<file path="config.mk">
export PLATFORM = sky130hd
export DESIGN_NAME = uart_ctrl_tl_buffer
export DESIGN_NICKNAME = d
export VERILOG_FILES = /design/src/rtl/uart_ctrl_tl_buffer_pkg.sv /design/src/rtl/uart_ctrl_tl_buffer_queue.sv /design/src/rtl/uart_ctrl_tl_buffer.sv
export SDC_FILE = /design/constraint.sdc
export NUM_CORES = 1
export LEC_CHECK = 0
export CORE_ASPECT_RATIO = 1.4
export CORE_MARGIN = 2
export CORE_UTILIZATION = 52
export CTS_CLUSTER_SIZE = 12
export DETAILED_ROUTE_END_ITERATION = 16
export GPL_TIMING_DRIVEN = 0
export MAX_ROUTING_LAYER = met4
export PLACE_DENSITY = 0.85
export REMOVE_ABC_BUFFERS = 1
export SETUP_SLACK_MARGIN = 0.3
export SYNTH_ARGS = -nofsm -noshare
export SYNTH_HDL_FRONTEND = slang
export SYNTH_SLANG_ARGS = --single-unit
</file>
<file path="constraint.sdc">
create_clock -name clock -period 16.45 [get_ports clock]
set_clock_uncertainty 0.15 [all_clocks]
set_input_delay 3.29 -clock clock [delete_from_list [all_inputs] [get_ports clock]]
set_output_delay 3.29 -clock clock [all_outputs]
set_load 0.01 [all_outputs]
</file>
<file path="src/rtl/uart_ctrl_tl_buffer_pkg.sv">
// TileLink-UL field widths, beat structs and opcodes shared by the UART TL buffer.
// Ports: none (package only).
package uart_tl_pkg;

    localparam int TL_OP_W      = 3;
    localparam int TL_A_PARAM_W = 3;
    localparam int TL_D_PARAM_W = 2;
    localparam int TL_SIZE_W    = 2;
    localparam int TL_SRC_W     = 9;
    localparam int TL_SINK_W    = 1;
    localparam int TL_ADDR_W    = 31;
    localparam int TL_MASK_W    = 8;
    localparam int TL_DATA_W    = 64;

    localparam logic [TL_OP_W-1:0] PutFullData    = 3'd0;
    localparam logic [TL_OP_W-1:0] PutPartialData = 3'd1;
    localparam logic [TL_OP_W-1:0] Get            = 3'd4;
    localparam logic [TL_OP_W-1:0] AccessAck      = 3'd0;
    localparam logic [TL_OP_W-1:0] AccessAckData  = 3'd1;

    typedef struct packed {
        logic [TL_OP_W-1:0]      opcode;
        logic [TL_A_PARAM_W-1:0] param;
        logic [TL_SIZE_W-1:0]    size;
        logic [TL_SRC_W-1:0]     source;
        logic [TL_ADDR_W-1:0]    address;
        logic [TL_MASK_W-1:0]    mask;
        logic [TL_DATA_W-1:0]    data;
        logic                    corrupt;
    } tl_a_beat_t;

    typedef struct packed {
        logic [TL_OP_W-1:0]      opcode;
        logic [TL_D_PARAM_W-1:0] param;
        logic [TL_SIZE_W-1:0]    size;
        logic [TL_SRC_W-1:0]     source;
        logic [TL_SINK_W-1:0]    sink;
        logic                    denied;
        logic [TL_DATA_W-1:0]    data;
        logic                    corrupt;
    } tl_d_beat_t;

endpackage

</file>
<file path="src/rtl/uart_ctrl_tl_buffer_queue.sv">
// Circular-buffer valid/ready queue, registered output, no bypass.
// Ports: i_valid/o_ready/i_data in, o_valid/i_ready/o_data out, o_empty, o_full.
module tl_buf_queue #(
    parameter int WIDTH = 8,
    parameter int DEPTH = 2
) (
    input  logic             clock,
    input  logic             reset,
    input  logic             i_valid,
    output logic             o_ready,
    input  logic [WIDTH-1:0] i_data,
    output logic             o_valid,
    input  logic             i_ready,
    output logic [WIDTH-1:0] o_data,
    output logic             o_empty,
    output logic             o_full
);

    localparam int PW = $clog2(DEPTH);
    localparam int CW = $clog2(DEPTH + 1);
    localparam logic [CW-1:0] FULL_CNT = CW'(DEPTH);

    logic [WIDTH-1:0] r_mem [DEPTH];
    logic [PW-1:0]    r_wptr;
    logic [PW-1:0]    r_rptr;
    logic [CW-1:0]    r_count;
    logic             w_push;
    logic             w_pop;

    assign o_empty = (r_count == '0);
    assign o_full  = (r_count == FULL_CNT);
    assign o_ready = !o_full;
    assign o_valid = !o_empty;
    assign o_data  = r_mem[r_rptr];
    assign w_push  = i_valid && o_ready;
    assign w_pop   = o_valid && i_ready;

    // DEPTH is a power of two, so pointers wrap naturally.
    always_ff @(posedge clock or negedge reset) begin
        if (!reset) begin
            r_wptr  <= '0;
            r_rptr  <= '0;
            r_count <= '0;
        end else begin
            if (w_push) r_wptr <= r_wptr + 1'b1;
            if (w_pop)  r_rptr <= r_rptr + 1'b1;
            case ({w_push, w_pop})
                2'b10:   r_count <= r_count + 1'b1;
                2'b01:   r_count <= r_count - 1'b1;
                default: r_count <= r_count;
            endcase
        end
    end

    always_ff @(posedge clock) begin
        if (w_push) r_mem[r_wptr] <= i_data;
    end

endmodule

</file>
<file path="src/rtl/uart_ctrl_tl_buffer.sv">
// TL-UL A/D buffer in front of the UART control port with outstanding-request cap.
// Ports: in_a_* (from xbar), out_a_* (to UART), out_d_* (from UART), in_d_* (to xbar), busy.
module uart_ctrl_tl_buffer
    import uart_tl_pkg::*;
#(
    parameter int DEPTH        = 2,
    parameter int MAX_INFLIGHT = 4
) (
    input  logic         clock,
    input  logic         reset,
    input  logic         in_a_valid,
    output logic         in_a_ready,
    input  logic [2:0]   in_a_bits_opcode,
    input  logic [2:0]   in_a_bits_param,
    input  logic [1:0]   in_a_bits_size,
    input  logic [8:0]   in_a_bits_source,
    input  logic [30:0]  in_a_bits_address,
    input  logic [7:0]   in_a_bits_mask,
    input  logic [63:0]  in_a_bits_data,
    input  logic         in_a_bits_corrupt,
    output logic         out_a_valid,
    input  logic         out_a_ready,
    output logic [2:0]   out_a_bits_opcode,
    output logic [2:0]   out_a_bits_param,
    output logic [1:0]   out_a_bits_size,
    output logic [8:0]   out_a_bits_source,
    output logic [30:0]  out_a_bits_address,
    output logic [7:0]   out_a_bits_mask,
    output logic [63:0]  out_a_bits_data,
    output logic         out_a_bits_corrupt,
    input  logic         out_d_valid,
    output logic         out_d_ready,
    input  logic [2:0]   out_d_bits_opcode,
    input  logic [1:0]   out_d_bits_param,
    input  logic [1:0]   out_d_bits_size,
    input  logic [8:0]   out_d_bits_source,
    input  logic         out_d_bits_sink,
    input  logic         out_d_bits_denied,
    input  logic [63:0]  out_d_bits_data,
    input  logic         out_d_bits_corrupt,
    output logic         in_d_valid,
    input  logic         in_d_ready,
    output logic [2:0]   in_d_bits_opcode,
    output logic [1:0]   in_d_bits_param,
    output logic [1:0]   in_d_bits_size,
    output logic [8:0]   in_d_bits_source,
    output logic         in_d_bits_sink,
    output logic         in_d_bits_denied,
    output logic [63:0]  in_d_bits_data,
    output logic         in_d_bits_corrupt,
    output logic         busy
);

    localparam int IW = $clog2(MAX_INFLIGHT + 1);
    localparam logic [IW-1:0] MAX_CNT = IW'(MAX_INFLIGHT);

    tl_a_beat_t    w_a_in;
    tl_a_beat_t    w_a_out;
    tl_d_beat_t    w_d_in;
    tl_d_beat_t    w_d_out;
    logic          w_aq_valid;
    logic          w_aq_ready;
    logic          w_a_empty;
    logic          w_a_full;
    logic          w_d_empty;
    logic          w_d_full;
    logic          w_a_gate;
    logic          w_a_fire;
    logic          w_d_fire;
    logic [IW-1:0] r_inflight;

    assign w_a_in = '{
        opcode: in_a_bits_opcode, param: in_a_bits_param,
        size: in_a_bits_size, source: in_a_bits_source,
        address: in_a_bits_address, mask: in_a_bits_mask,
        data: in_a_bits_data, corrupt: in_a_bits_corrupt};

    assign w_d_in = '{
        opcode: out_d_bits_opcode, param: out_d_bits_param,
        size: out_d_bits_size, source: out_d_bits_source,
        sink: out_d_bits_sink, denied: out_d_bits_denied,
        data: out_d_bits_data, corrupt: out_d_bits_corrupt};

    // Gate depends only on the counter, so a raised out_a_valid
    // cannot fall until its own fire.
    assign w_a_gate    = (r_inflight < MAX_CNT);
    assign out_a_valid = w_aq_valid && w_a_gate;
    assign w_aq_ready  = out_a_ready && w_a_gate;
    assign w_a_fire    = out_a_valid && out_a_ready;
    assign w_d_fire    = in_d_valid && in_d_ready;
    assign busy        = !w_a_empty || !w_d_empty || (r_inflight != '0);

    tl_buf_queue #(.WIDTH($bits(tl_a_beat_t)), .DEPTH(DEPTH)) u_a_q (
        .clock   (clock),
        .reset   (reset),
        .i_valid (in_a_valid),
        .o_ready (in_a_ready),
        .i_data  (w_a_in),
        .o_valid (w_aq_valid),
        .i_ready (w_aq_ready),
        .o_data  (w_a_out),
        .o_empty (w_a_empty),
        .o_full  (w_a_full)
    );

    tl_buf_queue #(.WIDTH($bits(tl_d_beat_t)), .DEPTH(DEPTH)) u_d_q (
        .clock   (clock),
        .reset   (reset),
        .i_valid (out_d_valid),
        .o_ready (out_d_ready),
        .i_data  (w_d_in),
        .o_valid (in_d_valid),
        .i_ready (in_d_ready),
        .o_data  (w_d_out),
        .o_empty (w_d_empty),
        .o_full  (w_d_full)
    );

    assign out_a_bits_opcode  = w_a_out.opcode;
    assign out_a_bits_param   = w_a_out.param;
    assign out_a_bits_size    = w_a_out.size;
    assign out_a_bits_source  = w_a_out.source;
    assign out_a_bits_address = w_a_out.address;
    assign out_a_bits_mask    = w_a_out.mask;
    assign out_a_bits_data    = w_a_out.data;
    assign out_a_bits_corrupt = w_a_out.corrupt;

    assign in_d_bits_opcode   = w_d_out.opcode;
    assign in_d_bits_param    = w_d_out.param;
    assign in_d_bits_size     = w_d_out.size;
    assign in_d_bits_source   = w_d_out.source;
    assign in_d_bits_sink     = w_d_out.sink;
    assign in_d_bits_denied   = w_d_out.denied;
    assign in_d_bits_data     = w_d_out.data;
    assign in_d_bits_corrupt  = w_d_out.corrupt;

    // Counter saturates at 0 on a stray D; the assertion flags it.
    always_ff @(posedge clock or negedge reset) begin
        if (!reset) begin
            r_inflight <= '0;
        end else begin
            case ({w_a_fire, w_d_fire})
                2'b10:   r_inflight <= r_inflight + 1'b1;
                2'b01:   r_inflight <= (r_inflight == '0) ?
                                        '0 : r_inflight - 1'b1;
                default: r_inflight <= r_inflight;
            endcase
        end
    end

    a_no_underflow: assert property (@(posedge clock) disable iff (!reset)
        !(w_d_fire && (r_inflight == '0)));

    a_ready_full: assert property (@(posedge clock) disable iff (!reset)
        (in_a_ready == !w_a_full) && (out_d_ready == !w_d_full));

endmodule

</file>
After elaboration in Yosys (flattened, before gate mapping)

Memory sizes are Yosys's and may differ from the RTL's.
Index checks and enable logic that the tools add are counted.

Register bits: 11
Memory bits (writable): 408
Memories kept: 2
Output and inout port bits: 209

Mux-type cells: 8
$add $sub $neg: 10
$lt $le $gt $ge: 1
Equal/unequal tests: 8
Reductions and logical operators: 20

Memory list:

| name        | words | bits a word | read ports | clocked after Yosys merged registers in | write ports | RTL line                        | text |
|---|---|---|---|---|---|---|---|
| u_a_q.r_mem | 2     | 121         | 1          | 0                                       | 1           | uart_ctrl_tl_buffer_queue.sv:23 | `logic [WIDTH-1:0] r_mem [DEPTH];` |
| u_d_q.r_mem | 2     | 83          | 1          | 0                                       | 1           | uart_ctrl_tl_buffer_queue.sv:23 |  |

Operators with widths:

| kind                                                 | count |
|---|---|
| equality test 2 bit (second input constant)          | 5 |
| one-hot mux 2 bit (2 select lines)                   | 2 |
| logical AND 1 bit                                    | 7 |
| equality test 2 x 1 -> 1 bit (second input constant) | 3 |
| one-hot mux 3 bit (2 select lines)                   | 1 |
| nonzero test 2 bit                                   | 3 |
| adder 1 bit (second input constant)                  | 4 |
| adder 2 x 1 -> 2 bit (second input constant)         | 2 |
| logical NOT 1 bit                                    | 4 |
| logical NOT 2 bit                                    | 2 |
| 2-to-1 mux 1 bit                                     | 4 |
| subtractor 2 x 1 -> 2 bit (second input constant)    | 2 |
| adder 3 x 1 -> 3 bit (second input constant)         | 1 |
| logical NOT 3 bit                                    | 1 |
| less-than comparator 3 bit (second input constant)   | 1 |
| 2-to-1 mux 3 bit                                     | 1 |
| nonzero test 3 bit                                   | 1 |
| subtractor 3 x 1 -> 3 bit (second input constant)    | 1 |
| logical OR 1 bit                                     | 2 |

Depth between registers and ports, before layout

Gate-level depths: netlist of the first run.

Depth in word-level cells: 6
Mapped depth: 7
Mapped depth without buffers: 7

Modules after synthesis

From an unflattened synthesis of the first run, not the netlist that was laid out.

Cell total of the unflattened synthesis: 701
Area total of the unflattened synthesis: 15,970.3 sq um

Modules (own cells, without submodules):

| module                | area each (sq um) | instances | cells an instance | sequential area each (sq um) |
|---|---|---|---|---|
| tl_buf_queue at u_a_q | 9,266.4           | 1         | 396               | 7,367.1 |
| tl_buf_queue at u_d_q | 6,433.7           | 1         | 277               | 5,084.9 |
| uart_ctrl_tl_buffer   | 270.3             | 1         | 28                | 75.1 |

Least setup slack after synthesis of the first run

No wires, ideal clock.

Path kind: in2reg
Start point: input port in_a_valid
End point: memory u_a_q.r_mem[0][0] (netlist name) (enable)
Library setup time: 0.602 ns
Buffers on the path: 0
Arrival: 8.415 ns
Stages on the path: 2
Slack: 7.282 ns
Path through: nand2_1 -> nor2_1

Cells in the longest elaborated chain, start to end: 3

RTL lines:

| what                                   | RTL line                        | text |
|---|---|---|
| start, declared                        | uart_ctrl_tl_buffer.sv:11       | `input logic in_a_valid,` |
| logical AND 1 bit                      | uart_ctrl_tl_buffer_queue.sv:35 | `assign w_push = i_valid && o_ready;` |
| 2-to-1 mux 1 bit                       | uart_ctrl_tl_buffer_queue.sv:56 | `if (w_push) r_mem[r_wptr] <= i_data;` |
| 2-to-1 mux 1 bit (implied by the code) | uart_ctrl_tl_buffer_queue.sv:56 |  |
| end, declared                          | uart_ctrl_tl_buffer_queue.sv:23 |  |

Every way passes these cells.

Final worst setup path of the first run

Start point: register u_a_q.r_rptr
End point: output port out_a_bits_data[16]

Cells in the longest elaborated chain, start to end: 1

RTL lines:

| what                   | RTL line                        | text |
|---|---|---|
| start, declared        | uart_ctrl_tl_buffer_queue.sv:25 | `logic [PW-1:0] r_rptr;` |
| start signal, assigned | uart_ctrl_tl_buffer_queue.sv:46 | `if (w_pop) r_rptr <= r_rptr + 1'b1;` |
| memory (2 x 121 bit)   | --                              |  |
| end, declared          | uart_ctrl_tl_buffer.sv:29       | `output logic [63:0] out_a_bits_data,` |

Every way passes these cells.

==> results of run 1 <==
## logic make-up after synthesis
logic type	count (synthesis)	synth area share
fa+ha+maj	6	0.00479
mux	205	0.166
simple gates	20	0.00599
flops	419	0.800
xor+xnor	10	0.00559
buf+inv	27	0.0135
compound gates	8	0.00384
## sequential cells by signal, summed over array words and instances, names as in the netlist
| register | cells |
|---|---|
| u_d_q.r_wptr | 1 |
| r_inflight | 3 |
| u_d_q.r_rptr | 1 |
| u_a_q.r_mem | 242 |
| u_d_q.r_mem | 166 |
| u_a_q.r_wptr | 1 |
| u_d_q.r_count | 2 |
| u_a_q.r_rptr | 1 |
| u_a_q.r_count | 2 |
## worst max-delay path by stage
stage                                endpoint  slack (ps)  cells after the start          from
after floorplan             u_a_q.r_mem[0][0]        7280                      2    in_a_valid
after global placement     u_a_q.r_mem[0][85]        3710                      3    in_a_valid
after detailed placement   u_d_q.r_mem[0][21]       10850                      6   out_d_valid
after CTS                 out_a_bits_data[16]       10440                      3  u_a_q.r_rptr
after global routing      out_a_bits_data[16]       10400                      3  u_a_q.r_rptr
final                     out_a_bits_data[16]       10480                      3  u_a_q.r_rptr
## cell usage in the layout, fill, tap and decap left out, types with 5 or more instances in the layout
master	netlist	routed
clkbuf_16	0	43
dfrtp_1	11	9
diode_2	0	5
clkdlybuf4s50_1	0	418
nor2_1	7	5
xnor2_1	7	7
mux2_4	80	80
edfxtp_1	408	408
mux2_2	124	124
buf_16	0	8
nand2_1	5	5
ha_1	6	6
clkbuf_1	0	12
## critical path, cell delays in order (launching register included)
cell and delay (ps):
dfrtp_4 640, buf_16 360, mux2_2 400, clkdlybuf4s50_1 530
## layer usage
layer / wire [um] / share of wire
met1: 12600 / 0.34
met2: 19300 / 0.53
met3: 3890 / 0.11
met4: 844 / 0.023
met5: 0 / 0
## final cells by class
class / instances / area (um2)
Clock buffer: 55 / 1120
Sequential cell: 419 / 12500
Tap cell: 385 / 482
Antenna cell: 5 / 12.5
Multi-Input combinational cell: 249 / 2950
Clock inverter: 3 / 42.5
Inverter: 4 / 15.0
Timing Repair Buffer: 430 / 4480
Fill cell: 1745 / 8200
## through the flow
step | area, um2 | hold WS (ps) | setup slack, ps
3_5_place_dp | 20500 | 325 | 10850
6_report | 21600 | 342 | 10480
2_1_floorplan | 15500 | 306 | 7280
4_1_cts | 21600 | 338 | 10440
5_1_grt | 21600 | 360 | 10400
3_3_place_gp | 20100 | 325 | 3710
## report_power, final
group          internal (W)  total, W  switching (W)
clock              0.000486  0.000848       0.000361
sequential          0.00146   0.00155      0.0000904
combinational      0.000795   0.00142       0.000624
total               0.00274   0.00382        0.00108
## Yosys cell counts
| cell type | instances | area (um2) |
|---|---|---|
| a2bb2oi_1 | 1 | 8.76 |
| mux2_4 | 80 | 1200 |
| a211oi_1 | 1 | 7.51 |
| a22o_1 | 1 | 8.76 |
| o31ai_1 | 1 | 7.51 |
| nand2_1 | 5 | 18.8 |
| buf_8 | 1 | 15.0 |
| nor3_1 | 1 | 5.00 |
| mux2i_1 | 1 | 10.0 |
| xor2_1 | 3 | 26.3 |
| buf_2 | 7 | 35.0 |
| inv_1 | 4 | 15.0 |
| nor2b_1 | 1 | 6.26 |
| buf_6 | 9 | 101 |
| a21o_1 | 1 | 7.51 |
| and2_1 | 1 | 6.26 |
| edfxtp_1 | 408 | 12300 |
| and3_1 | 2 | 12.5 |
| mux2_2 | 124 | 1400 |
| o21ba_2 | 1 | 10.0 |
| ha_1 | 6 | 75.1 |
| nand2b_1 | 2 | 12.5 |
| dfrtp_1 | 11 | 275 |
| or2_1 | 1 | 6.26 |
| buf_4 | 6 | 45.0 |
| xnor2_1 | 7 | 61.3 |
| o21ai_0 | 2 | 10.0 |
| nor2_1 | 7 | 26.3 |
==> results.py, run 1 <==
metrics = {
    "worst_setup_path": {
        "reg2reg_depth": 6,
        "r2r_end": "u_d_q.r_mem[0][55]",
        "start_kind": "flip-flop",
        "worstPathArrival_ps": 2530,
        "r2r_setup_slack_ps": 14040,
        "required_ps": 13010,
        "worstSetupPathType": "flip-flop to output pin",
        "crit_fanout": 55,
        "reg2reg_from": "u_d_q.r_count[0]",
        "cp-end-kind": "output pin",
    },
    "global_route": {
        "grt_pass1_vias": 8882,
        "met2_usage": 0.407,
        "grt_use_met3": 0.0907,
        "grt_pass1_wl_um": 52600,
        "antenna_found_initial": 5,
        "grt_use_met1": 0.246,
        "grt_busiest_layer": "met2",
        "grt_max_degree": 70,
        "grt_util_all_layers": 0.234,
        "grt_overflow_total": 0,
    },
    "run": {
        "maxCapViolCount": 0,
    },
    "route": {
        "wl_per_cell_um": 23.6,
        "ant_nets": 0,
        "dr.pass1.iters": 6,
        "initialDrtViolationCount": 378,
        "wirelength_um": 36600,
        "viasPerCell": 5.26,
        "vias": 8153,
        "drc": 0,
    },
    "placed_design": {
        "gp_congestion": 0.770,
        "numPortBuffers": 418,
        "dp_hpwl_um": 24900,
        "dp_cells": 1487,
    },
    "floorplanning": {
        "die_h_um": 209,
        "start_util": 0.525,
        "die_w_um": 151,
        "num_io_pins": 419,
        "core_area_um2": 29800,
        "rows": 75,
        "die-area_um2": 31500,
    },
    "cts": {
        "cts_tree": "yes",
        "clkSinkCount": 419,
        "cts.path.max_buffers": 3,
        "cts_root_buf": "clkbuf_16",
        "cts_buffers": 41,
        "cts_setup_buffers": 0,
        "holdBufCountCts": 0,
        "cts_resized": 0,
        "clkLatencyLatePin_ps": 540,
        "clk_pin_slew_ps": 60,
        "cts_htree_levels": 2,
    },
    "power": {
        "power_density_nw_per_um2": 176,
        "total_power_w": 0.00382,
        "peakVddDrop_mv": 0.151,
        "p_leak_nw": 7.56,
    },
    "worst_hold_path": {
        "hold_class": "flip-flop to flip-flop",
        "holdPathEnd": "u_d_q.r_count[1]",
        "holdPathStages": 1,
        "hold_start": "u_d_q.r_count[1]",
    },
    "final_layout": {
        "synthToLayoutAreaGrowth_pct": 38.2,
        "finish.utilization": 0.725,
        "layout-drive-gt1-share": 0.231,
        "instances_no_fill": 1550,
        "nets": 1361,
    },
    "sta": {
        "setup_tns_ps": 0,
        "rsz0062_at_grt": "false",
        "tightestPinTransition_ps": 885,
        "fin_crit_sh": 0.363,
        "post-route-min-period_ps": 5970,
        "finalHoldViolCount": 0,
        "setup_violations": 0,
        "fmax_mhz": 168,
        "relSlewSlack": 0.410,
        "slew_violations": 0,
    },
    "synth": {
        "synth_cells": 695,
        "ys_seq_elements": 419,
        "syn-mean-instance-area_um2": 22.5,
        "synth_area_um2": 15700,
        "synth.distinct_cells": 28,
        "synth_seq_area_share": 0.800,
        "ys_warn_count": 0,
    },
    "status": {
        "status": "finished clean",
    },
}
Power figures use the tool's default switching activity.
==> run 2: changes to the inputs <==
Settings changed: CORE_UTILIZATION 52 to 44, PLACE_DENSITY 0.85 to 0.77.
Clock period 16.45 ns to 5 ns, I/O delays scaled along.
==> run 2 against run 1 <==
Against the previous run: first-iteration DRC count increased by 15%; clock-buffer cell count did not move; sequential power increased to 3.3 times the previous value; combinational power rose to 3.2 times the previous value; power grew to 3.3 times the previous value; clock power rose to 3.5 times the previous value; hold slack better by 16 ps; critical path depth grew 1; critical path type unchanged; critical endpoint is now out_a_bits_data[15]; highest routed layer unchanged.
==> results.py, run 2 (synthesis gave the netlist of run 1 again) <==
metrics = {
    "sta": {
        "rsz0062_at_grt": "false",
        "setup_tns_ps": 0,
        "slew_violations": 0,
        "setup_violations": 0,
        "tightestPinTransition_ps": 918,
        "fin_crit_sh": 0.844,
        "fmax_mhz": 237,
        "post-route-min-period_ps": 4220,
        "finalHoldViolCount": 0,
        "relSlewSlack": 0.388,
    },
    "floorplanning": {
        "rows": 81,
        "die_h_um": 227,
        "start_util": 0.448,
        "core_area_um2": 35000,
        "num_io_pins": 419,
        "die_w_um": 163,
        "die-area_um2": 37100,
    },
    "worst_setup_path": {
        "start_kind": "flip-flop",
        "worstPathArrival_ps": 3070,
        "crit_path_frequent_cell": "buf_16",
        "cpMaxStageDelayCell": "dfrtp_4",
        "crit_fanout": 44,
        "worstSetupPathType": "flip-flop to output pin",
        "reg2reg_from": "u_a_q.r_count[0]",
        "cpPeakStageDelay_ps": 900,
        "path_buf_inv": 3,
        "cp-end-kind": "output pin",
        "required_ps": 3850,
        "cp-startpoint": "u_a_q.r_rptr",
        "critical-path-top-delay-family": "buffers and inverters",
        "path_cells": "buf_16 -> buf_16 -> mux2_2 -> clkdlybuf4s50_1",
    },
    "cts": {
        "cts_tree": "yes",
        "cts_setup_buffers": 0,
        "holdBufCountCts": 0,
        "cts.path.max_buffers": 3,
        "clkSinkCount": 419,
        "clk_pin_slew_ps": 60,
        "cts_htree_levels": 2,
        "cts_root_buf": "clkbuf_16",
        "cts_resized": 0,
        "clkLatencyLatePin_ps": 540,
        "cts_buffers": 42,
    },
    "status": {
        "status": "finished clean",
    },
    "final_layout": {
        "post-route-cell-area_um2": 21800,
        "final_common_cell": "clkdlybuf4s50_1",
        "top_register": "u_a_q.r_mem",
        "nets": 1362,
        "top_regs": "u_a_q.r_mem (242), u_d_q.r_mem (166), r_inflight (3)",
        "layout_common_cells": "clkdlybuf4s50_1, edfxtp_1, mux2_2",
        "largest_reg_flops": 242,
        "finish.utilization": 0.624,
        "layout-drive-gt1-share": 0.236,
        "synthToLayoutAreaGrowth_pct": 39.3,
    },
    "power": {
        "pwr-share-seq": 0.405,
        "p_sw_frac": 0.276,
        "internal-power_w": 0.00917,
        "p_leak_nw": 7.61,
        "clock_power_share": 0.233,
        "peakVddDrop_mv": 0.427,
        "total_power_w": 0.0127,
        "p_comb_frac": 0.361,
        "switchingPower_w": 0.00349,
        "power_density_nw_per_um2": 580,
    },
    "route": {
        "initialDrtViolationCount": 435,
        "wl_per_cell_um": 20.8,
        "wirelength_um": 33700,
        "viasPerCell": 4.92,
        "dr.pass1.iters": 4,
        "ant_nets": 0,
        "vias": 7979,
        "drc": 0,
    },
    "global_route": {
        "grt_pass1_vias": 8583,
        "grt_max_degree": 65,
        "antenna_found_initial": 2,
        "grt_overflow_total": 0,
        "grt_pass1_wl_um": 48400,
        "grt_util_all_layers": 0.180,
    },
    "placed_design": {
        "placed_cell_area_um2": 20500,
        "numPortBuffers": 418,
        "gp_congestion": 0.750,
        "dp_hpwl_um": 23100,
    },
    "worst_hold_path": {
        "hold_start": "u_d_q.r_count[1]",
        "hold_class": "flip-flop to flip-flop",
    },
    "run": {
        "maxCapViolCount": 0,
    },
}
-- run 2: per-layer routing --
metal  vias to the layer above  share of wire  wire length (um)  GRT usage
li1                       3658              -                 -          -
met1                      3876           0.35             11900      0.189
met2                       390           0.50             16900      0.307
met3                        55           0.12              3930     0.0729
met4                         0          0.028               937     0.0634
met5                         -              0                 0          -
-- run 2: cell type report --
cell class / count / area, um2
Antenna cell: 2 / 5.00
Clock buffer: 55 / 1190
Clock inverter: 6 / 76.3
Fill cell: 2479 / 13100
Inverter: 4 / 15.0
Multi-Input combinational cell: 249 / 2950
Sequential cell: 419 / 12500
Tap cell: 456 / 571
Timing Repair Buffer: 430 / 4480
-- run 2: power groups by stage --
stage / clock network [W] / logic, W / registers (W)
floorplan: 0 / 0.00226 / 0.00539
global placement: 0 / 0.00437 / 0.00561
detailed placement: 0 / 0.00463 / 0.00521
CTS: 0.00305 / 0.00466 / 0.00514
global route: 0.00314 / 0.00485 / 0.00521
finish: 0.00296 / 0.00458 / 0.00513
-- run 2: final timing paths --
path / end / slack, ps / cells after the start
max: out_a_bits_data[15] / 780 / 4
min: u_d_q.r_count[1] / 360 / 1
max reg2reg: u_a_q.r_mem[1][55] / 2610 / 3
min reg2reg: u_d_q.r_count[1] / 360 / 1
max in group asynchronous: u_a_q.r_rptr / 3670 / 1
min in group asynchronous: u_d_q.r_wptr / 650 / 1
-- run 2: stage by stage --
| step | setup WS (ps) | hold slack, ps | instances |
|---|---|---|---|
| 2_1_floorplan | -1880 | 306 | 672 |
| 3_3_place_gp | -5670 | 325 | 1546 |
| 3_5_place_dp | 1300 | 350 | 1558 |
| 4_1_cts | 711 | 359 | 1619 |
| 5_1_grt | 660 | 377 | 1621 |
| 6_report | 782 | 358 | 1621 |
==> run 3: changes to the inputs <==
Settings changed: CORE_UTILIZATION 44 to 48, PLACE_DENSITY 0.77 to 0.79.
Clock period 5 ns to 4.4 ns, I/O delays scaled along.
==> run 3 against run 2 <==
Against the previous run: first-iteration DRC count down 18%; die area down 8.2%; core utilization up 5.0 points; wire length down 1.2%; power up 13%; final cell count down 0.74%; cell area down 0.22%; combinational power up 15%; clock-buffer cell count up 4; register-to-register slack worse by 940 ps; setup slack worse by 270 ps; clock power up 7.8%; critical path type unchanged; critical endpoint is now out_a_bits_data[3]; largest cell class unchanged; largest power group unchanged.
==> results.py, run 3 (synthesis gave the netlist of run 1 again) <==
metrics = {
    "status": {
        "status": "finished clean",
    },
    "sta": {
        "fin_crit_sh": 0.884,
        "fmax_mhz": 257,
        "slew_violations": 0,
        "finalHoldViolCount": 0,
        "tightestPinTransition_ps": 636,
        "setup_violations": 0,
        "relSlewSlack": 0.575,
        "hold_ws_ps": 352,
        "rsz0062_at_grt": "false",
        "layout_setup_ws_ps": 512,
        "post-route-min-period_ps": 3890,
    },
    "power": {
        "clock_power_share": 0.224,
        "total_power_w": 0.0143,
        "power_density_nw_per_um2": 655,
        "peakVddDrop_mv": 0.471,
        "internal-power_w": 0.0103,
        "p_leak_nw": 7.59,
        "p_comb_frac": 0.369,
        "switchingPower_w": 0.00396,
        "p_sw_frac": 0.278,
        "pwr-share-seq": 0.407,
    },
    "final_layout": {
        "layout_common_cells": "clkdlybuf4s50_1, edfxtp_1, mux2_2",
        "final-seq-area_um2": 12500,
        "post-route-cell-area_um2": 21800,
        "layout-drive-gt1-share": 0.235,
        "top_register": "u_a_q.r_mem",
        "fillers": 2096,
        "antenna_cells": 0,
        "final_common_cell": "clkdlybuf4s50_1",
        "largest_reg_flops": 242,
        "synthToLayoutAreaGrowth_pct": 39.0,
        "nets": 1364,
        "multi_input_comb_area_um2": 2950,
        "top_regs": "u_a_q.r_mem (242), u_d_q.r_mem (166), r_inflight (3)",
        "finish.utilization": 0.674,
    },
    "worst_setup_path": {
        "cpMaxStageDelayCell": "dfrtp_4",
        "cp-end-kind": "output pin",
        "worstPathArrival_ps": 2860,
        "path_buf_inv": 3,
        "cpPeakStageDelay_ps": 770,
        "start_kind": "flip-flop",
        "worstSetupPathType": "flip-flop to output pin",
        "crit_fanout": 46,
        "path_cells": "buf_12 -> buf_16 -> mux2_2 -> clkdlybuf4s50_1",
        "critical-path-top-delay-family": "buffers and inverters",
        "required_ps": 3370,
    },
    "cts": {
        "cts_resized": 0,
        "clkLatencyLatePin_ps": 530,
        "cts_htree_levels": 2,
        "clk_pin_slew_ps": 60,
        "holdBufCountCts": 0,
        "cts_setup_buffers": 1,
        "cts_root_buf": "clkbuf_16",
        "clkSinkCount": 419,
        "cts_tree": "yes",
        "cts.path.max_buffers": 3,
        "cts_buffers": 42,
    },
    "global_route": {
        "grt_max_degree": 66,
        "antenna_found_initial": 0,
        "grt_pass1_vias": 8602,
        "grt_pass1_wl_um": 48200,
        "grt_util_all_layers": 0.195,
        "grt_overflow_total": 0,
    },
    "placed_design": {
        "gp_congestion": 0.740,
        "dp_slack_ps": 712,
        "placed_cell_area_um2": 20500,
        "numPortBuffers": 418,
        "dp_hpwl_um": 22900,
    },
    "floorplanning": {
        "die_w_um": 157,
        "core_area_um2": 32300,
        "die-area_um2": 34100,
        "start_util": 0.485,
        "rows": 78,
        "die_h_um": 218,
        "num_io_pins": 419,
    },
    "route": {
        "wl_per_cell_um": 20.7,
        "initialDrtViolationCount": 356,
        "ant_nets": 0,
        "viasPerCell": 4.98,
        "wirelength_um": 33300,
        "vias": 8018,
        "drc": 0,
        "dr.pass1.iters": 4,
    },
    "run": {
        "maxCapViolCount": 0,
    },
    "worst_hold_path": {
        "hold_class": "flip-flop to flip-flop",
    },
}
==> run 3: through the flow <==
stage	TNS, ps	cells
after floorplan	-461760	672
after global placement	-1739250	1530
after detailed placement	0	1543
after CTS	0	1609
after global routing	0	1609
final	0	1609
==> run 3: metal layers <==
layer	share of wire	GRT usage	wire length (um)	vias to the layer above
met3	0.11	0.0795	3620	58
met5	0	-	0	-
met2	0.51	0.336	17000	362
met1	0.35	0.200	11800	3931
met4	0.029	0.0682	965	0
li1	-	-	-	3667
==> run 3: final timing paths <==
| kind | start | to | slack, ps | depth (start not counted) |
|---|---|---|---|---|
| max | u_a_q.r_rptr | out_a_bits_data[3] | 510 | 4 |
| min | u_d_q.r_count[1] | u_d_q.r_count[1] | 350 | 1 |
| max reg2reg | u_a_q.r_count[0] | u_a_q.r_mem[0][11] | 1670 | 7 |
| min reg2reg | u_d_q.r_count[1] | u_d_q.r_count[1] | 350 | 1 |
| max in group asynchronous | reset | u_d_q.r_rptr | 3190 | 1 |
| min in group asynchronous | reset | u_a_q.r_rptr | 540 | 1 |
==> run 3: power by group through the flow <==
| stage | Sequential [W] | Clock, W | Combinational (W) |
|---|---|---|---|
| floorplan | 0.00613 | 0 | 0.00257 |
| global placement | 0.00632 | 0 | 0.00474 |
| detailed placement | 0.00594 | 0 | 0.00523 |
| CTS | 0.00581 | 0.00328 | 0.00534 |
| global route | 0.00588 | 0.00342 | 0.00556 |
| finish | 0.00580 | 0.00319 | 0.00526 |
==> run 3: layout make-up <==
cell class | count | area share
clock buffers | 59 | 0.0541
clock inverters | 6 | 0.00161
inverters | 4 | 0.000690
multi-input cells | 249 | 0.135
flip-flops and latches | 419 | 0.576
well taps | 440 | 0.0253
repair buffers | 432 | 0.207
==> run 3: worst register-to-register path, delay by kind of cell, from the launching register on <==
kind	cells	cell delay (ps)
flip-flops	1	420
AND/OR/NAND/NOR	3	860
buffers and inverters	4	970
==> RTL edit 1: new RTL, flow settings as in run 1 <==
Reset style: synchronous (`reset`), changed in 2 clocked blocks.
--- a/src/rtl/uart_ctrl_tl_buffer_queue.sv
+++ b/src/rtl/uart_ctrl_tl_buffer_queue.sv
@@ -36,7 +36,7 @@
     assign w_pop   = o_valid && i_ready;
 
     // DEPTH is a power of two, so pointers wrap naturally.
-    always_ff @(posedge clock or negedge reset) begin
+    always_ff @(posedge clock) begin
         if (!reset) begin
             r_wptr  <= '0;
             r_rptr  <= '0;
--- a/src/rtl/uart_ctrl_tl_buffer.sv
+++ b/src/rtl/uart_ctrl_tl_buffer.sv
@@ -135,7 +135,7 @@
     assign in_d_bits_corrupt  = w_d_out.corrupt;
 
     // Counter saturates at 0 on a stray D; the assertion flags it.
-    always_ff @(posedge clock or negedge reset) begin
+    always_ff @(posedge clock) begin
         if (!reset) begin
             r_inflight <= '0;
         end else begin
Function: differs if reset is asserted again (counterexample within 4 cycles, from zero or initial values and one cycle with reset low); with reset held inactive, the same outputs for 4 cycles.
==> RTL edit 1 against run 1 <==
Sequential cell count is 2 higher. Total power down 16%. Routed wire length fell by 6.5%. Sequential share of layout area grew 1.1 points. Worst setup slack lost 170 ps. First-iteration DRC count shrank 8.5%. Area after synthesis down 1.7%. Fmax down 2.8%. Utilization increased by 0.20 points. Cell count shrank 0.19%. Synthesized cell count grew 2.4%. Hold slack improved by 1.8 ps. Cell area shrank 2.0%. Sequential power shrank 8%. Critical path type unchanged. Critical endpoint is now out_a_bits_data[63]. Largest cell class unchanged. Highest routed layer unchanged.
==> RTL edit 1: results (changes against run 1) <==
Placed design
  – GPL Wtd Cong: 0.794 (+3.1%)
  – Port Buf Inserts: 418 (unchanged)
  – Pre-CTS setup slack: 10810 ps (-38.1 ps)
  – Placed Area: 20100 µm² (-1.8%)
  – Post-DP HPWL: 22900 µm (-7.9%)

Cells and area
  – Relative area of non-clock buffer cells in the final design: 0.205 (-0.00214)
  – Filler Cells Inserted: 1706 (-2.2%)
  – Share of final layout cell area taken by clock buffers and inverters: 0.0523 (-0.00150)
  – Share of final-layout standard cells stronger than drive strength 1: 0.226 (-0.00481)
  – Final std cells w/o fill: 1547 (-0.19%)
  – Non-clock inverter instance count of the final layout: 7 (+3)
  – Nets@finish: 1373 (+0.88%)
  – Clock buffer instance count of the final layout: 51 (-7.3%)
  – Footprint of the multi-input gates: 2720 µm² (-7.7%)
  – Non-clock buffers: 424 (-1.4%)
  – Antenna diode count: 0 (-5)
  – Fraction of standard cell area that is sequential: 0.590 (+0.0111)
  – Multi-input combinational cell count: 262 (+5.2%)

CTS
  – CTS-repair resized insts: 0 (unchanged)
  – Sinks on the clock net: 421 (+0.48%)
  – Latest clock arrival within the worst-skew pair: 520 ps (-20 ps)
  – Clk Tree Root Cell: sky130_fd_sc_hd__clkbuf_16
  – Clock edge transition at the registers on the reported setup and hold paths: 60 ps (about the same)
  – Total CTS buffers: 41 (unchanged)
  – Clock tree from TritonCTS: yes

Yosys
  – Sequential fraction of the synthesis area: 0.812 (+0.0127)
  – Synthesized instance count: 712 (+2.4%)
  – Ys Warns: 0 (unchanged)
  – Synth area leaders: sky130_fd_sc_hd__edfxtp_1 80%, sky130_fd_sc_hd__mux2_2 15%, sky130_fd_sc_hd__dfxtp_1 1.7%
  – Post-synthesis cell type count: 28 (unchanged)
  – Synth cell count leaders: 408 x sky130_fd_sc_hd__edfxtp_1, 204 x sky130_fd_sc_hd__mux2_2, 16 x sky130_fd_sc_hd__buf_4
  – Proportion of synthesized flip-flops having asynchronous set or reset: 0 (-0.0263)

Global route
  – First-pass GRT wire length: 50200 µm (-4.7%)
  – Maximum number of pins on one net before global-route repair: 72 (+2.9%)
  – Via count of the first global-routing pass: 8941 (+0.66%)
  – Overall global routing resource usage: 0.223 (-0.0115)
  – Number of antenna violations at the first check in global routing: 0 (-5)

Setup path
  – Reg-to-reg startpoint: u_a_q.r_count[0]
  – Critical-path cell with the highest stage delay: sky130_fd_sc_hd__dfxtp_4
  – Largest fanout on the critical path: 68 (+24%)
  – Slowest cell delay on critical path: 840 ps (+200 ps)

Run status
  – Run status: completed

Timing
  – Worst-Margin Slew: 873 ps (-11.8 ps)

Power
  – Net switching power: 0.844 mW (-22%)
  – LEAKAGE: 7.10 nW (-6.0%)
  – Peak VDD IR: 0.133 mV (-12%)

Drt
  – Iteration-0 DRC count of the detailed router: 346 (-8.5%)
  – Detailed Routing Iterations Pass 1: 4 (-2)
  – Overall routed net length: 34200 µm (-6.5%)
  – Total vias in the final route: 8166 (+0.16%)

Worst hold path
  – Worst hold start: u_a_q.r_rptr
RTL edit 1: changes by cell type after synthesis, sizes merged, moves of 4 or more:
cell    before  now
xnor2        7    3
dfxtp        0   13
a21oi        0    6
nand3b       0    4
dfrtp       11    0
RTL edit 1: final timing paths:
path                                             to  depth (start not counted)  slack, ps
worst max-delay path            out_a_bits_data[63]                          3      10310
worst min-delay path                           flop                          2        340
worst max register to register   u_a_q.r_mem[1][60]                          3      14150
worst min register to register                 flop                          2        340
RTL edit 1: layer usage:
| layer | GRT usage | vias up | part of all wire |
|---|---|---|---|
| li1 | - | 3704 | - |
| met1 | 0.217 | 3992 | 0.33 |
| met2 | 0.387 | 383 | 0.52 |
| met3 | 0.0835 | 87 | 0.10 |
| met4 | 0.103 | 0 | 0.046 |
| met5 | - | - | 0 |
RTL edit 1: cells by family after synthesis:
kind of cell | synth area share
adders and majority gates | 0.00487
muxes | 0.150
AOI/OAI and AO/OA | 0.00715
and+or+nand+nor | 0.0107
DFF | 0.812
xor gates and xnor gates | 0.00284
buffers and inverters | 0.0115
RTL edit 1: stage by stage:
stage | power, mW | utilization | hold WS [ps]
floorplan | 1.91 | - | 302
global placement | 2.44 | 0.683 | 306
detailed placement | 2.43 | 0.689 | 329
CTS | 3.25 | 0.727 | 344
global route | 3.35 | 0.727 | 385
finish | 3.22 | 0.727 | 344
RTL edit 1: power groups by stage:
stage	Combinational (mW)	Sequential, mW	Clock [mW]
floorplan	0.444	1.46	0
global placement	0.938	1.50	0
detailed placement	0.983	1.44	0
CTS	0.996	1.42	0.834
global route	1.04	1.43	0.875
finish	0.984	1.42	0.819
RTL edit 1: worst max-delay path, delay by kind of cell, from the launching register on:
kind / cells / cell delay [ps]
buffers and inverters: 2 / 910
multiplexers: 1 / 380
flip-flops: 1 / 840
==> RTL edit 2: new RTL, settings of run 1 <==
Made on the original files. `DEPTH` is set to 2 in 2 places; all go to 4.
--- a/src/rtl/uart_ctrl_tl_buffer_queue.sv
+++ b/src/rtl/uart_ctrl_tl_buffer_queue.sv
@@ -2,7 +2,7 @@
 // Ports: i_valid/o_ready/i_data in, o_valid/i_ready/o_data out, o_empty, o_full.
 module tl_buf_queue #(
     parameter int WIDTH = 8,
-    parameter int DEPTH = 2
+    parameter int DEPTH = 4
 ) (
     input  logic             clock,
     input  logic             reset,
--- a/src/rtl/uart_ctrl_tl_buffer.sv
+++ b/src/rtl/uart_ctrl_tl_buffer.sv
@@ -3,7 +3,7 @@
 module uart_ctrl_tl_buffer
     import uart_tl_pkg::*;
 #(
-    parameter int DEPTH        = 2,
+    parameter int DEPTH        = 4,
     parameter int MAX_INFLIGHT = 4
 ) (
     input  logic         clock,
Check against the original RTL: not equivalent (a bounded check fails within 4 cycles, from zero or initial values and one cycle with reset low).
==> RTL edit 2 against run 1 <==
Combinational power is 65% higher. First-iteration DRC count rose to 2.5 times the old value. Via count increased by 72%. Routed wire length increased by 75%. Cell area increased by 77%. Sequential cell count is 414 higher. Largest cell class unchanged. Largest power group unchanged. Die area increased by 92%. Cell count is 57% higher. Worst setup slack lost 1000 ps. Total power grew 83%. Area after synthesis up 95%.
==> RTL edit 2: results (changes against run 1) <==
Setup path
  – Endpoint of the most critical setup path: out_a_bits_data[55]
  – R2R Path End: u_a_q.r_mem[1][36]
  – Slowest cell delay on critical path: 750 ps (+110 ps)
  – Reg-to-reg startpoint: u_a_q.r_count[2]
  – Largest fanout on the critical path: 41 (-25%)
  – Startpoint of the worst setup timing path: u_a_q.r_rptr[0]
  – Depth of the worst register-to-register path: 4 (-2)

Global route
  – Number of antenna violations at the first check in global routing: 10 (+5)
  – Maximum number of pins on one net before global-route repair: 53 (-24%)
  – First-pass GRT wire length: 96000 µm (+82%)
  – Via count of the first global-routing pass: 15200 (+71%)
  – Overall global routing resource usage: 0.221 (-0.0131)

Placed design
  – Post-DP HPWL: 38600 µm (+55%)
  – Dpl cells: 2310 (+55%)
  – GPL Wtd Cong: 0.750 (-2.7%)
  – Placed Area: 35900 µm² (+76%)

Yosys
  – Count of flip-flops with a built-in enable after synthesis: 816 (+100%)
  – Sequential fraction of the synthesis area: 0.817 (+0.0173)
  – Avg Cell Area, Syn: 26.1 µm² (+16%)

Run status
  – Run status: completed

Power
  – Internal: 4.99 mW (+82%)
  – Share of total power in sequential cells: 0.428 (+0.021)
  – Power dissipated in combinational cells: 2.35 mW (+65%)
  – LEAKAGE: 12.3 nW (+63%)

Cells and area
  – Final std cells w/o fill: 2430 (+57%)
  – Share of final-layout standard cells stronger than drive strength 1: 0.201 (-0.0300)

Timing
  – Worst-Margin Slew: 863 ps (-22.3 ps)

CTS
  – Number of levels the H-tree was split into: 3 (+1)
  – Latest clock arrival within the worst-skew pair: 630 ps (+90 ps)
  – Total CTS buffers: 81 (+98%)

Drt
  – Wire per inst: 26.4 µm (+12%)
  – Total vias in the final route: 14000 (+72%)
  – Iteration-0 DRC count of the detailed router: 959 (+150%)
  – Detailed Routing Iterations Pass 1: 5 (-1)
[RTL edit 2: routing by layer]
| layer | track usage | part of all wire | vias to the layer above |
|---|---|---|---|
| met5 | - | 0 | - |
| met4 | 0.0713 | 0.023 | 0 |
| met3 | 0.0797 | 0.11 | 95 |
| met2 | 0.364 | 0.52 | 665 |
| met1 | 0.254 | 0.35 | 7297 |
| li1 | - | - | 5962 |
[RTL edit 2: through the flow]
stage	total power [mW]	setup slack (ps)	hold WS, ps
global placement	5.51	4780	323
global route	7.26	9230	391
CTS	7.07	9310	347
finish	6.98	9480	353
detailed placement	5.39	10020	336
floorplan	4.27	7610	306
[RTL edit 2: area by class of cell]
cell class                 instances  area, µm²
antenna                           10       25.0
clock buffer                      95       2080
clock inverter                    15        191
fill                            3564      20100
inverter                          18       67.6
multi-input combinational        272       5230
sequential                       833      24900
tap                              749        937
timing repair buffer             438       4730
[RTL edit 2: worst min path at each step]
stage | startpoint | end | slack [ps] | depth (start not counted)
finish | u_a_q.r_count[2] | u_a_q.r_count[2] | 350 | 1
global route | u_a_q.r_count[2] | u_a_q.r_count[2] | 390 | 1
CTS | u_a_q.r_count[2] | u_a_q.r_count[2] | 350 | 1
detailed placement | u_a_q.r_count[2] | u_a_q.r_count[2] | 340 | 1
global placement | u_a_q.r_count[2] | u_a_q.r_count[2] | 320 | 1
floorplan | u_a_q.r_count[2] | u_a_q.r_count[2] | 310 | 1
[RTL edit 2: kinds of logic after synthesis]
family | after synthesis | share of synthesized area
AND/OR/NAND/NOR | 26 | 0.00525
XOR/XNOR | 12 | 0.00344
flip-flops | 833 | 0.817
multiplexers | 208 | 0.152
buffers and inverters | 65 | 0.0125
adder cells (fa/ha/maj) | 17 | 0.00746
AO/OA/AOI/OAI | 9 | 0.00197
